===== config.mk =====
export PLATFORM = sky130hd
export DESIGN_NAME = ahb_sram_slave_flat
export DESIGN_NICKNAME = d
export VERILOG_FILES = /design/src/rtl/ahb_sram_slave_if.sv /design/src/rtl/ahb_sram_slave.sv /design/src/flat_wrapper.sv
export SDC_FILE = /design/constraint.sdc
export NUM_CORES = 2
export LEC_CHECK = 0
export CAP_MARGIN = 20
export CORE_ASPECT_RATIO = 1.2
export CORE_MARGIN = 4
export CORE_UTILIZATION = 45
export DETAILED_ROUTE_END_ITERATION = 16
export GPL_TIMING_DRIVEN = 0
export MAX_ROUTING_LAYER = met4
export PLACE_DENSITY = 0.61
export RECOVER_POWER = 25
export SLEW_MARGIN = 10
export SYNTH_ARGS = -nofsm -noshare
export SYNTH_HDL_FRONTEND = slang
export SYNTH_SLANG_ARGS = --single-unit

===== constraint.sdc =====
create_clock -name a_clk -period 9 [get_ports a_clk]
set_clock_uncertainty 0.1 [all_clocks]
set_input_delay 1.35 -clock a_clk [delete_from_list [all_inputs] [get_ports a_clk]]
set_output_delay 1.35 -clock a_clk [all_outputs]
set_load 0.03 [all_outputs]

===== src/rtl/ahb_sram_slave_if.sv =====
// AHB-lite style bus bundle between the upstream bridge (master) and the SRAM slave.
// The clock and reset stay plain ports on the slave; everything here is beat-qualified.
interface ahb_sram_slave_if;
   logic        h_clk_en;
   logic [31:0] h_addr;
   logic [1:0]  h_trans;
   logic        h_write;
   logic [31:0] h_wdata;
   logic [3:0]  h_wstrb;
   logic [31:0] h_rdata;
   logic        h_ready;
   logic        h_resp;

   modport master (
      output h_clk_en, h_addr, h_trans, h_write, h_wdata, h_wstrb,
      input  h_rdata, h_ready, h_resp
   );

   modport slave (
      input  h_clk_en, h_addr, h_trans, h_write, h_wdata, h_wstrb,
      output h_rdata, h_ready, h_resp
   );
endinterface


===== src/rtl/ahb_sram_slave.sv =====
// AHB slave backed by a word-organised SRAM: pipelined address/data phases,
// fixed wait states on OKAY transfers, two-beat ERROR for out-of-range addresses.
module ahb_sram_slave #(
   parameter int Depth      = 64,
   parameter int WaitStates = 0
) (
   input logic            a_clk,
   input logic            a_reset,
   ahb_sram_slave_if.slave bus
);
   localparam int AW = $clog2(Depth);
   localparam logic [3:0]  WAIT_INIT  = 4'(WaitStates);
   localparam logic [31:0] ADDR_LIMIT = 32'(4 * Depth);

   typedef enum logic [2:0] {
      ST_NONE,
      ST_WAIT,
      ST_LAST,
      ST_ERR1,
      ST_ERR2
   } state_t;

   state_t        state_reg, state_next;
   logic [3:0]    wcnt_reg, wcnt_next;
   logic [AW-1:0] ph_addr_reg;
   logic          ph_write_reg;
   logic          ready_reg;
   logic          resp_reg;
   logic [31:0]   mem [Depth];

   logic          accept;
   logic          addr_err;
   logic [31:0]   wmask;
   logic          unused_bits;

   assign unused_bits = ^{bus.h_addr[1:0], bus.h_trans[0]};

   genvar gi;
   generate
      for (gi = 0; gi < 4; gi++) begin : g_wmask
         assign wmask[gi*8 +: 8] = {8{bus.h_wstrb[gi]}};
      end
   endgenerate

   // ready_reg is 1 exactly in NONE/LAST/ERR2, the states that can take a new address
   assign accept   = ready_reg && bus.h_trans[1];
   assign addr_err = (bus.h_addr >= ADDR_LIMIT);

   always_comb begin
      state_next = state_reg;
      wcnt_next  = wcnt_reg;
      case (state_reg)
         ST_WAIT: begin
            wcnt_next = wcnt_reg - 4'd1;
            if (wcnt_reg == 4'd1) begin
               state_next = ST_LAST;
            end
         end
         ST_ERR1: begin
            state_next = ST_ERR2;
         end
         default: begin
            state_next = ST_NONE;
            if (accept) begin
               wcnt_next = WAIT_INIT;
               if (addr_err) begin
                  state_next = ST_ERR1;
               end else if (WaitStates > 0) begin
                  state_next = ST_WAIT;
               end else begin
                  state_next = ST_LAST;
               end
            end
         end
      endcase
   end

   always_ff @(posedge a_clk) begin
      if (a_reset) begin
         state_reg    <= ST_NONE;
         wcnt_reg     <= 4'd0;
         ready_reg    <= 1'b1;
         resp_reg     <= 1'b0;
         ph_addr_reg  <= '0;
         ph_write_reg <= 1'b0;
         for (int i = 0; i < Depth; i++) begin
            mem[i] <= 32'd0;
         end
      end else if (bus.h_clk_en) begin
         state_reg <= state_next;
         wcnt_reg  <= wcnt_next;
         ready_reg <= !((state_next == ST_WAIT) || (state_next == ST_ERR1));
         resp_reg  <= (state_next == ST_ERR1) || (state_next == ST_ERR2);
         if (accept) begin
            ph_addr_reg  <= bus.h_addr[AW+1:2];
            ph_write_reg <= bus.h_write;
         end
         // write data is only valid in the final data-phase beat
         if ((state_reg == ST_LAST) && ph_write_reg) begin
            mem[ph_addr_reg] <= (mem[ph_addr_reg] & ~wmask) | (bus.h_wdata & wmask);
         end
      end
   end

   assign bus.h_ready = ready_reg;
   assign bus.h_resp  = resp_reg;
   assign bus.h_rdata = ((state_reg == ST_LAST) && !ph_write_reg) ? mem[ph_addr_reg] : 32'd0;

endmodule

===== src/flat_wrapper.sv =====
// flat-port wrapper written by rule: the top's interface ports become plain ports
module ahb_sram_slave_flat 
#(
   parameter int Depth      = 64,
   parameter int WaitStates = 0
)
  (a_clk, a_reset, bus_h_clk_en, bus_h_addr, bus_h_trans, bus_h_write, bus_h_wdata, bus_h_wstrb, bus_h_rdata, bus_h_ready, bus_h_resp);
  ahb_sram_slave_if bus_i ();
  input logic a_clk;
  input logic a_reset;
  input wire logic [$bits(bus_i.h_clk_en)-1:0] bus_h_clk_en;
  input wire logic [$bits(bus_i.h_addr)-1:0] bus_h_addr;
  input wire logic [$bits(bus_i.h_trans)-1:0] bus_h_trans;
  input wire logic [$bits(bus_i.h_write)-1:0] bus_h_write;
  input wire logic [$bits(bus_i.h_wdata)-1:0] bus_h_wdata;
  input wire logic [$bits(bus_i.h_wstrb)-1:0] bus_h_wstrb;
  output wire logic [$bits(bus_i.h_rdata)-1:0] bus_h_rdata;
  output wire logic [$bits(bus_i.h_ready)-1:0] bus_h_ready;
  output wire logic [$bits(bus_i.h_resp)-1:0] bus_h_resp;
  assign bus_i.h_clk_en = bus_h_clk_en;
  assign bus_i.h_addr = bus_h_addr;
  assign bus_i.h_trans = bus_h_trans;
  assign bus_i.h_write = bus_h_write;
  assign bus_i.h_wdata = bus_h_wdata;
  assign bus_i.h_wstrb = bus_h_wstrb;
  assign bus_h_rdata = bus_i.h_rdata;
  assign bus_h_ready = bus_i.h_ready;
  assign bus_h_resp = bus_i.h_resp;
  ahb_sram_slave #(.Depth(Depth), .WaitStates(WaitStates)) u_core (.a_clk(a_clk), .a_reset(a_reset), .bus(bus_i));
endmodule

# Yosys cells after proc, flatten, opt, wreduce, memory -nomap -nowiden
# Memory sizes are Yosys's and may differ from the RTL's. A register that Yosys moved wholly into a read port is not among the register bits.
# Index checks and enable logic that the tools add are counted.
dict set report word_totals {
  n_memories 1
  output_inout_bits 34
  in_bits 74
  word_cells 50
  ram_bits 2048
  register_bits 16
}
dict set report op_classes {
  muxes 18
  eq_ne 7
  n_lt_le_gt_ge 1
  add_sub_neg 1
  bitwise 5
  reduce_logical 11
}
# name depth width read_ports rd_clocked_by_memory_dff write_ports line
set memory_table {}
lappend memory_table {u_core.mem 64 32 1 1 64 ahb_sram_slave.sv:29} ;# logic [31:0] mem [Depth];
# op n
set ops {}
lappend ops {{$and A32 B32 Y32} 2}
lappend ops {{$mux W32} 2}
lappend ops {{$ge A32 B9 Y1 const B} 1}
lappend ops {{$not A32 Y32} 1}
lappend ops {{$or A32 B32 Y32} 1}
lappend ops {{$reduce_or A32 Y1} 1}
lappend ops {{$mux W6} 3}
lappend ops {{$eq A3 B2 Y1 const B} 3}
lappend ops {{$mux W1} 8}
lappend ops {{$pmux W4 S2} 1}
lappend ops {{$eq A3 B1 Y1 const B} 2}
lappend ops {{$mux W3} 2}
lappend ops {{$pmux W3 S2} 1}
lappend ops {{$eq A4 B1 Y1 const B} 1}
lappend ops {{$mux W4} 1}
lappend ops {{$sub A4 B1 Y4 const B} 1}
lappend ops {{$eq A3 B3 Y1 const B} 1}
lappend ops {{$logic_and A1 B1 Y1} 3}
lappend ops {{$reduce_and A3 Y1} 1}
lappend ops {{$logic_not A1 Y1} 2}
lappend ops {{$logic_or A1 B1 Y1} 2}
lappend ops {{$reduce_and A2 Y1} 1}
lappend ops {{$reduce_bool A2 Y1} 1}
lappend ops {{$not A1 Y1} 1}

# Depth between registers and ports, before layout
dict set report logic_depth {
  depth_word 8
  depth_mapped 12
  mapped_depth_nobuf 6
}

# Worst setup path after synthesis
# OpenSTA, ideal clock, no wires.
dict set report synth_timing {
  kind {input to register}
  start {input a_reset}
  end {memory u_core.mem[12][0] (enable)}
  setup_time_ns 0.394
  slack_ns 5.072
  cell_stages 6
  t_arrival_ns 3.434
  path_buffers 0
  required_time_ns 8.506
  cell_sequence {nand3b_1 nor4b_2 nand2_1 nor3_1 nand2_1 nand2b_1}
}
# item line
set synth_rtl {}
lappend synth_rtl {{start: declaration} flat_wrapper.sv:10} ;# input logic a_reset;
lappend synth_rtl {{end: declaration} ahb_sram_slave.sv:29}

==> run summary <==
For the critical path arrival, the log shows 7.07 ns. The final routed wirelength across all metal layers is 413800 um, and the wire length of the first global-routing pass is 546500 um. For this run, the total global-route usage over all layers was measured as 39.72%. At the pin with the least slew margin, the transition time is 2.780 ns. In this run the critical register-to-register path is captured at u_core.mem[17][5]. Once detailed placement completed, the half-perimeter wirelength came to 312300 um. Input and output buffers added on the ports amount to 103. The synthesized design spends more area on one cell type than any other, namely edfxtp_1. After synthesis, the netlist uses 55 different library cells. Count of hold-fix buffers inserted at cts: 0. From synthesis to final layout, the design area changed by 13.13%. The die covers 210700 um^2. In this run the core area contains 181 standard-cell rows. The tree is rooted in a clkbuf_16. The number of levels the H-tree was split into is 4, and the minimum setup slack after placement is 2.105 ns.

Final number of hold-violating endpoints: 0. The startpoint identified for the worst hold timing path is u_core.bus.h_ready. The DRC violations left was 0; the time the worst path needs with I/O delays and setup was 8.521 ns. IR analysis of the VDD net gives a maximum drop of 0.1691 mV.

Slowest stage cell on the critical path: clkbuf_1. The logs give 0 for the final setup violation count and 0 for the post-CTS setup-driven buffer insertion count. The synthesized design contains 2070 register bits.

After global routing the overflow that remains totals 0. Walking the worst path, the cells encountered are buf_2, buf_2, clkbuf_1, clkbuf_1, mux2i_1, o22ai_1, nor2_1, nand4_1, o21ai_0, nor2_1, clkdlybuf4s50_1. The worst setup slack after layout is 0.4792 ns, and the stage delay of the slowest cell on the critical path is 1.42 ns. Each instance of the synthesized netlist takes up on average 12.80 um^2.

108 I/O pins were placed. The routed length per placed instance was 39.71 um; the detailed-route via count was 67.93k. Once detail routing completed, the nets flagged for antenna violations numbered 0. Routability-driven placement finished with a final weighted congestion of 1.061. The detailed router used layers up to and including met4. The via count of the first global-routing pass was 64.13k; the detail-routed via count per cell was 6.519.

Length in cells of the worst reg-to-reg path: 11. In this run the horizontal extent of the chip is 419.7 um. The setup check on the worst reg-to-reg path leaves a slack of 1.80 ns. The effective utilization at floorplan came out at 45.21%. Setup repair after global routing left no endpoint under its margin.

The clock-pin transition on the worst setup and hold timing paths was 0.06 ns; the async set-reset flop share out of synthesis was 0%. The clock net in this run drives a total of 2070 sinks. The post-route netlist has 10.15% of its cells at a drive strength greater than 1. The count of instances resized after the clock tree is built was 0. Along the worst path, the maximum fanout reaches 10. The worst setup path is captured at an output port. Cell count of the worst hold path: 2. Gate count of the mapped netlist: 7153. For the number of nets produced by synthesis, the log shows 7229. Grouping stages by cell kind, the critical path spends the most delay in buffers and inverters.

The logs give 142400 um for the wire length on met1 and 34.83 nW for the leakage power total. TritonCTS built the clock tree. In this run the tightest slew margin relative to its limit is -85.36%. The met3 routed wirelength was 52350 um. The number of pins with negative max-slew slack in the final report was 653. The worst setup path is launched from a flip-flop.

The DRC violation total after the first TritonRoute iteration is 11.78k, and the aggregate negative setup slack is 0 ns. For hold timing, the worst endpoint is u_core.bus.h_ready. The CTS buffer count is 206, and the insertion delay to the later sink of the worst-skew pair is 0.91 ns.

The kind of critical path is reg -> out. The tightest min-delay check is of the reg -> reg type. For the number of antenna violations at the first check in global routing, the log shows 28.

Detailed routing placed a total of 179500 um of wire on met2. The tools report the number of nets in the finished design as 7616. For this run, the top clock speed supported by timing is 117.4 MHz.

For the number of fill cells in the layout, the log shows 17.87k. By area the synthesized netlist is led by edfxtp_1 (67%), mux2i_1 (11%), nor2_1 (7.8%), a22oi_1 (2.0%), buf_2 (1.8%). The first detailed-routing pass ran for 7 iterations.

Counting both buffers and inverters, the worst setup path holds a total of 5. The logs give 202500 um^2 for the floorplan core area and 91540 um^2 for the post-synthesis instance area. The main flop type after synthesis was edfxtp_1.

The register with the most flip-flops in the layout has 2048 of them. The share of the Yosys chip area taken by registers is 67.67%. Yosys printed 0 warnings. The count of max-cap constraint violations is 28. The power density normalized to cell area came out at 213.0 nW/um^2. The final critical path takes up 94.68% of the cycle.

The number of enable flip-flop cells after synthesis was 2048. The run finished, with violations left. The area fraction of the dominant cell type after synthesis is 67.19%. The checks that failed: capacitance limit, slew limit. Entering global routing, the biggest net connects 33 pins. The endpoint required time on the critical path came out at 7.55 ns. The die is 502.1 um tall. The tools report the maximum clock insertion buffer count as 3.
worst reg2reg max path, cell delays in order, from the launching register on:
cell and delay [ns]:
dfxtp_1 0.31, buf_2 0.30, buf_2 0.40, clkbuf_1 1.42, clkbuf_1 1.04, mux2i_1 0.34
o22ai_1 0.13, nor2_1 0.13, nand4_1 0.69, o221ai_2 1.28, buf_2 0.65, nor2_1 0.13
cell usage after synthesis (9+ instances only):
master / n
a21oi_1: 36
a22oi_1: 238
a31oi_1: 131
buf_1: 15
buf_2: 331
buf_4: 19
clkbuf_1: 328
dfxtp_1: 22
edfxtp_1: 2048
mux2i_1: 968
mux4_2: 34
nand2_1: 171
nand2b_1: 101
nand3_1: 108
nand3b_1: 25
nand4_1: 35
nor2_1: 1907
nor2b_1: 9
nor3_1: 254
o21ai_0: 82
o21ai_1: 31
o221ai_2: 26
o22ai_1: 168
layout make-up:
cell class	count	area, um^2	share of cell area (%)
diodes	50	125.1	0.1208
multi-input cells	4380	26460	25.55
clock buffers	256	5394	5.209
flip-flops and latches	2070	61940	59.81
inverters	6	22.52	0.02175
clock inverters	128	1042	1.006
well taps	2653	3319	3.205
repair buffers	179	2147	2.073
plain buffers	697	3113	3.006
per-layer routing:
metal  global-route usage (%)  vias to the layer above
met4                    29.71                        0
li1                         -                    26960
met1                    47.37                    34220
met2                    57.44                     5451
met5                        -                        -
met3                    11.14                     1302
report_power, final:
group	switching [mW]	leakage, nW	total (mW)	internal, mW
clock network	3.96	3.16	8.54	4.58
registers	0.0968	21.3	11.0	10.9
logic	2.01	10.4	2.54	0.533
total	6.06	34.8	22.1	16.0
cells by family (layout without fill, tap and decap cells):
group / count (synthesis) / after routing / share of synthesized area (%)
AOI/OAI and AO/OA: 725 / 725 / 5.376
DFF: 2070 / 2070 / 67.67
and+or+nand+nor: 2650 / 2650 / 12.05
muxes: 1003 / 1003 / 11.43
adders and majority gates: 2 / 2 / 0.02733
buffers and inverters: 703 / 1266 / 3.446
other: 0 / 50 / 0
layout by cell type, fill, tap and decap left out, types with 31 or more instances in the layout:
cell | netlist | routed
a31oi_1 | 131 | 131
o21ai_0 | 82 | 82
diode_2 | 0 | 50
mux4_2 | 34 | 34
nand2b_1 | 101 | 94
buf_12 | 0 | 39
o21ai_1 | 31 | 31
nor3_1 | 254 | 253
clkdlybuf4s50_1 | 0 | 100
nor2_1 | 1907 | 1905
clkinv_2 | 0 | 46
edfxtp_1 | 2048 | 2048
clkbuf_16 | 0 | 207
clkinv_1 | 1 | 54
nand4_1 | 35 | 35
o22ai_1 | 168 | 169
nand2_1 | 171 | 171
mux2i_1 | 968 | 968
nand3_1 | 108 | 108
a21oi_1 | 36 | 36
clkbuf_1 | 328 | 390
a22oi_1 | 238 | 238
buf_2 | 331 | 322
stage by stage:
step / instances / hold WS (ns) / area, um^2 / power, mW / utilization (%)
floorplan: 7153 / 0.3777 / 91540 / 12.29 / -
global placement: 9909 / 0.3784 / 95890 / 13.53 / 47.36
detailed placement: 9981 / 0.3728 / 97460 / 13.60 / 48.14
CTS: 10370 / 0.3833 / 103900 / 21.87 / 51.31
global route: 10400 / 0.4085 / 103500 / 22.38 / 51.13
finish: 10420 / 0.3754 / 103600 / 22.06 / 51.15
worst max path at each step:
stage	start	end	slack, ns	cells past startpoint
after floorplan	a_reset	u_core.mem[12][0]	5.07	6
after global placement	flip-flop	bus_h_rdata[31]	0.74	10
after detailed placement	flip-flop	bus_h_rdata[29]	2.11	10
after CTS	flip-flop	bus_h_rdata[29]	1.17	10
after global routing	flip-flop	bus_h_rdata[31]	0.80	11
final	flip-flop	bus_h_rdata[31]	0.48	11
Note: power is estimated with default switching activity, not from simulation.
